$ cat src/rtl/lock_pkg.sv
// +------------------------------------------------------------------+
// | lock_pkg : state encodings shared by the code lock controller     |
// | Revision : 1.0                                                    |
// +------------------------------------------------------------------+
`default_nettype none

package lock_pkg;

  localparam int STATE_W = 3;

  typedef enum logic [STATE_W-1:0] {
    LOCKED   = 3'd0,
    INPUT    = 3'd1,
    VERIFY   = 3'd2,
    ERROR    = 3'd3,
    UNLOCKED = 3'd4,
    LOCKOUT  = 3'd5
  } state_e;

endpackage

`default_nettype wire

$ cat src/rtl/lock_digit_buffer.sv
// +------------------------------------------------------------------+
// | lock_digit_buffer : indexed digit capture and compare vs code     |
// | Revision : 1.0                                                    |
// +------------------------------------------------------------------+
`default_nettype none

module lock_digit_buffer #(
  parameter int DIGIT_W  = 4,
  parameter int CODE_LEN = 4
) (
  input  logic                        clk,
  input  logic                        reset,
  input  logic                        wr_en_i,
  input  logic                        clr_i,
  input  logic [DIGIT_W-1:0]          digit_i,
  input  logic [CODE_LEN*DIGIT_W-1:0] code_i,
  output logic                        last_o,
  output logic                        match_o
);

  localparam int IDX_W = (CODE_LEN > 1) ? $clog2(CODE_LEN) : 1;

  logic [CODE_LEN*DIGIT_W-1:0] buf_q, buf_d;
  logic [IDX_W-1:0]            idx_q, idx_d;

  // Slot 0 is the first digit entered and lands in the MS slice, matching code_i.
  assign last_o  = (idx_q == IDX_W'(CODE_LEN - 1));
  assign match_o = (buf_q == code_i);

  always_comb begin
    buf_d = buf_q;
    idx_d = idx_q;
    if (clr_i) begin
      buf_d = '0;
      idx_d = '0;
    end else if (wr_en_i) begin
      buf_d[(CODE_LEN - 1 - int'(idx_q)) * DIGIT_W +: DIGIT_W] = digit_i;
      idx_d = last_o ? '0 : idx_q + 1'b1;
    end
  end

  always_ff @(posedge clk) begin
    if (reset) begin
      buf_q <= '0;
      idx_q <= '0;
    end else begin
      buf_q <= buf_d;
      idx_q <= idx_d;
    end
  end

endmodule

`default_nettype wire

$ cat src/rtl/code_lock_fsm.sv
// +------------------------------------------------------------------+
// | code_lock_fsm : digit-entry lock controller with relock timer     |
// | Option   : CODE_LOCK_LOCKOUT_EN enables the LOCKOUT state         |
// | Revision : 1.0                                                    |
// +------------------------------------------------------------------+
`default_nettype none

module code_lock_fsm
  import lock_pkg::*;
#(
  parameter int DIGIT_W        = 4,
  parameter int CODE_LEN       = 4,
  parameter int MAX_TRIES      = 3,
  parameter int UNLOCK_CYCLES  = 8,
  parameter int LOCKOUT_CYCLES = 16
) (
  input  logic                             clk,
  input  logic                             reset,
  input  logic                             digit_valid,
  input  logic [DIGIT_W-1:0]               digit,
  input  logic                             clear,
  input  logic                             relock,
  input  logic [CODE_LEN*DIGIT_W-1:0]      code,
  output logic [STATE_W-1:0]               state,
  output logic                             unlocked,
  output logic                             error,
  output logic                             lockout,
  output logic [$clog2(MAX_TRIES+1)-1:0]   fail_count
);

  localparam int FC_W    = $clog2(MAX_TRIES + 1);
  localparam int TMR_MAX = (UNLOCK_CYCLES > LOCKOUT_CYCLES) ? UNLOCK_CYCLES : LOCKOUT_CYCLES;
  localparam int TMR_W   = (TMR_MAX > 1) ? $clog2(TMR_MAX) : 1;

  logic [STATE_W-1:0] state_q;
  state_e             state_d;
  logic [TMR_W-1:0]   timer_q, timer_d;
  logic [FC_W-1:0]    fail_q, fail_d;
  logic               buf_wr, buf_clr, buf_last, buf_match;

  lock_digit_buffer #(
    .DIGIT_W  (DIGIT_W),
    .CODE_LEN (CODE_LEN)
  ) u_buf (
    .clk     (clk),
    .reset   (reset),
    .wr_en_i (buf_wr),
    .clr_i   (buf_clr),
    .digit_i (digit),
    .code_i  (code),
    .last_o  (buf_last),
    .match_o (buf_match)
  );

  always_comb begin
    state_d = LOCKED;
    fail_d  = fail_q;
    buf_wr  = 1'b0;
    case (state_q)
      LOCKED: begin
        if (digit_valid) begin
          buf_wr  = 1'b1;
          state_d = buf_last ? VERIFY : INPUT;
        end
      end
      INPUT: begin
        state_d = INPUT;
        if (clear) begin
          state_d = LOCKED;
        end else if (digit_valid) begin
          buf_wr = 1'b1;
          if (buf_last) state_d = VERIFY;
        end
      end
      VERIFY: begin
        if (buf_match) begin
          state_d = UNLOCKED;
          fail_d  = '0;
        end else begin
          state_d = ERROR;
          if (fail_q != FC_W'(MAX_TRIES)) fail_d = fail_q + 1'b1;
        end
      end
      ERROR: begin
`ifdef CODE_LOCK_LOCKOUT_EN
        state_d = (fail_q == FC_W'(MAX_TRIES)) ? LOCKOUT : LOCKED;
`else
        state_d = LOCKED;
`endif
      end
      UNLOCKED: begin
        state_d = UNLOCKED;
        if (relock || timer_q == TMR_W'(UNLOCK_CYCLES - 1)) state_d = LOCKED;
      end
`ifdef CODE_LOCK_LOCKOUT_EN
      LOCKOUT: begin
        state_d = LOCKOUT;
        if (timer_q == TMR_W'(LOCKOUT_CYCLES - 1)) begin
          state_d = LOCKED;
          fail_d  = '0;
        end
      end
`endif
      default: state_d = LOCKED;
    endcase
  end

  // Every path into LOCKED (and idling there) leaves the buffer empty.
  assign buf_clr = (state_d == LOCKED);

  // Shared dwell timer restarts on every state change.
  always_comb begin
    timer_d = '0;
    if ((state_q == UNLOCKED || state_q == LOCKOUT) && state_q == state_d)
      timer_d = timer_q + 1'b1;
  end

  for (genvar i = 0; i < STATE_W; i++) begin : g_state_dff
    logic bit_q;
    always_ff @(posedge clk) begin
      if (reset) bit_q <= 1'b0;
      else       bit_q <= state_d[i];
    end
    assign state_q[i] = bit_q;
  end

  always_ff @(posedge clk) begin
    if (reset) begin
      timer_q <= '0;
      fail_q  <= '0;
    end else begin
      timer_q <= timer_d;
      fail_q  <= fail_d;
    end
  end

  assign state      = state_q;
  assign unlocked   = (state_q == UNLOCKED);
  assign error      = (state_q == ERROR);
  assign fail_count = fail_q;
`ifdef CODE_LOCK_LOCKOUT_EN
  assign lockout    = (state_q == LOCKOUT);
`else
  assign lockout    = 1'b0;
`endif

endmodule

`default_nettype wire

$ cat config.mk
export PLATFORM = sky130hd
export DESIGN_NAME = code_lock_fsm
export DESIGN_NICKNAME = d
export VERILOG_FILES = /design/src/rtl/lock_pkg.sv /design/src/rtl/lock_digit_buffer.sv /design/src/rtl/code_lock_fsm.sv
export SDC_FILE = /design/constraint.sdc
export NUM_CORES = 1
export LEC_CHECK = 0
export BUFFER_PORTS_ARGS = -buffer_cell sky130_fd_sc_hd__buf_2
export CAP_MARGIN = 30
export CORE_ASPECT_RATIO = 1.75
export CORE_MARGIN = 2
export CORE_UTILIZATION = 53
export CTS_CLUSTER_SIZE = 16
export DETAILED_ROUTE_END_ITERATION = 8
export PLACE_DENSITY = 0.78
export SETUP_SLACK_MARGIN = 0.5
export SLEW_MARGIN = 15
export SYNTH_ARGS = -nofsm -noshare
export SYNTH_HDL_FRONTEND = slang
export SYNTH_HIERARCHICAL = 1
export SYNTH_SLANG_ARGS = --single-unit
$ cat constraint.sdc
create_clock -name clk -period 2.6 [get_ports clk]
set_input_delay 0.13 -clock clk [delete_from_list [all_inputs] [get_ports clk]]
set_output_delay 0.13 -clock clk [all_outputs]
set_load 0.01 [all_outputs]
==> flow_summary.ini <==
[die]
dieHeight_microns = 73.6
start_util = 0.551
ioPinCount = 33
rows = 25
core_sq_um = 2660
dieArea_sq_um = 3220
chipWidth_microns = 43.7

[clock_tree]
insertion_delay_ps = 270
cts_root_buf = clkbuf_8
cts_tree = done
cts_sinks = 27
hold_buffers = 0
numCtsBuffers = 3
path_clk_slew_ps = 90
ctsLongestPathBuffers = 2
htree_levels = 1

[setup_path]
crit_fanout = 6
critPathKind = flip-flop to flip-flop
end_kind = flip-flop
required_ps = 2790
arrival_ps = 2220
worstSetupStartpointType = flip-flop
rr_endpoint = u_buf/buf_q[6]
ff2ff_setup_slack_ps = 570
worstRegToRegCells = 8
reg2reg_from = u_buf/buf_q[15]

[timing]
whs_ps = 164
worst_clock_skew_ps = 5.97
tns_ps = 0
rsz0062_at_grt = false
hold_violations = 0
fin_crit_ps = 2030
setup_viol = 0
slew_viol_final = 0
timing.final.crit_share = 0.779
maxSlewHeadroom = 0.576
worstMarginPinSlew_ps = 627
fmaxAchievable_mhz = 494

[synthesis]
yosys_warnings = 6
synth_seq_cells = 27
synthCells = 167
async_flop_share = 0
synth_area_sq_um = 1470
synth_edf_count = 0
ys_types = 37
synth_area_per_cell_sq_um = 8.77
synth_flop_cell = dfxtp_1
ys_seq_area_frac = 0.369
syn_nets = 199

[cells_and_area]
area_growth_pct = 15.9
nets = 228
diodes = 0
final_cell_mix = buf_2, dfxtp_1, nand2_1
layout-drive-gt1-share = 0.272
nFillCells = 230
final_cell_area_sq_um = 1700
final_common_cell = buf_2
utilization = 0.639

[pwr]
irDropWorstVdd_uv = 340
p_switching_uw = 190
switching_share = 0.249
p_per_area_nw_per_um2 = 449
p_seq_frac = 0.560
p_clk_frac = 0.306
p_int_uw = 572
p_comb_frac = 0.134
p_leak_uw = 0.000642

[run]
drv_cap = 0

[min_path]
whs_path_depth = 3
hp-start = digit_valid
hold_path.class = input port to flip-flop
min_to = g_state_dff[1].bit_q

[grt]
antenna_found_initial = 0
grt_pass1_vias = 1291
grt.total_usage = 0.220
grt-ovfl-total = 0
grt_pass1_wl_mm = 5.38
grt_max_degree = 19

[route]
firstDrtPassIters = 4
wirelength_mm = 3.41
vias = 1345
routedWlPerCell_microns = 15.3
ant_nets = 0
drt_iter0_markers = 52
drc = 0
drt-vias-per-instance = 6.06

[placement]
placed_area_sq_um = 1590
dp_hpwl_mm = 2.52
place_congestion = 0.845
io_buffers = 31

[run_status]
status = complete, no violations
how the worst max path moves through the flow:
stage / from / to / slack, ps / cells past startpoint
after floorplan: u_buf/buf_q[5] / u_buf/buf_q[12] / 520 / 10
after global placement: u_buf/buf_q[5] / u_buf/buf_q[4] / 390 / 8
after detailed placement: u_buf/buf_q[11] / u_buf/buf_q[7] / 290 / 8
after CTS: u_buf/buf_q[13] / u_buf/buf_q[6] / 520 / 8
after global routing: u_buf/buf_q[8] / u_buf/buf_q[5] / 520 / 8
final: u_buf/buf_q[15] / u_buf/buf_q[6] / 570 / 8
repair_timing:
item	CTS	global route
cloned	0	2
setup buffers	1	0
gates resized for setup	2	11
endpoints found under the setup margin	18	18
endpoints found under the hold margin	0	0
pin swaps	1	8
routing by layer:
metal  vias to the layer above  wire length [microns]  global-route usage  part of all wire
li1                        655                      -                   -                 -
met1                       619                   1230               0.220              0.36
met2                        59                   1940               0.413              0.57
met3                        12                    160              0.0393             0.047
met4                         0                     80               0.111             0.023
met5                         -                      0                   0                 0
cell usage after synthesis (3+ instances only):
library cell	n	area [sq um]
nor2_1	10	37.5
nor3b_1	3	22.5
xnor2_1	16	140
dfxtp_1	27	541
nand2_1	20	75.1
nand4b_1	4	35.0
ha_1	7	87.6
nand4_1	12	75.1
a32oi_1	4	35.0
nor4b_1	3	26.3
inv_1	4	15.0
buf_4	6	45.0
a31oi_1	4	25.0
a21oi_1	16	80.1
registers in the layout, summed over array words and instances (netlist names):
| name | cells |
|---|---|
| fail_count | 2 |
| g_state_dff.bit_q | 3 |
| timer_q | 4 |
| u_buf/buf_q | 16 |
| u_buf/idx_q | 2 |
layout make-up:
class                   instances  area [sq um]  area share
multi-input cells             128           892       0.525
flip-flops and latches         27           546       0.321
repair buffers                 32           163      0.0958
clock buffers                   3          41.3      0.0243
well taps                      27          33.8      0.0199
inverters                       4          15.0     0.00884
clock inverters                 1          7.51     0.00442
logic make-up (layout without fill, tap and decap cells):
family / after synthesis / after routing / synth area share
adder cells (fa/ha/maj): 7 / 7 / 0.0598
AND/OR/NAND/NOR: 72 / 74 / 0.285
other: 1 / 1 / 0.00256
flip-flops: 27 / 27 / 0.369
buffers and inverters: 14 / 40 / 0.0632
XOR/XNOR: 18 / 18 / 0.108
AO/OA/AOI/OAI: 28 / 28 / 0.113
critical path, cell delays in order (launching register included):
cell,delay (ps)
dfxtp_1,330
xnor2_1,190
nand4_1,160
nor4_4,320
and4bb_2,270
a31oi_2,70
o21a_1,180
or2_4,270
a21oi_1,150
power groups by stage:
stage                     clock (uW)  combinational (uW)  sequential (uW)
after detailed placement           0                91.7              436
after global routing             258                 112              428
after global placement             0                88.4              436
after floorplan                    0                68.2              433
after CTS                        239                93.2              427
final                            233                 102              427
through the flow:
| stage | total power, uW | setup slack [ps] | std cells |
|---|---|---|---|
| final | 762 | 575 | 222 |
| after CTS | 759 | 522 | 220 |
| after detailed placement | 528 | 288 | 215 |
| after global routing | 799 | 516 | 222 |
| after floorplan | 501 | 520 | 167 |
| after global placement | 524 | 385 | 215 |
Power figures use the tool's default switching activity.
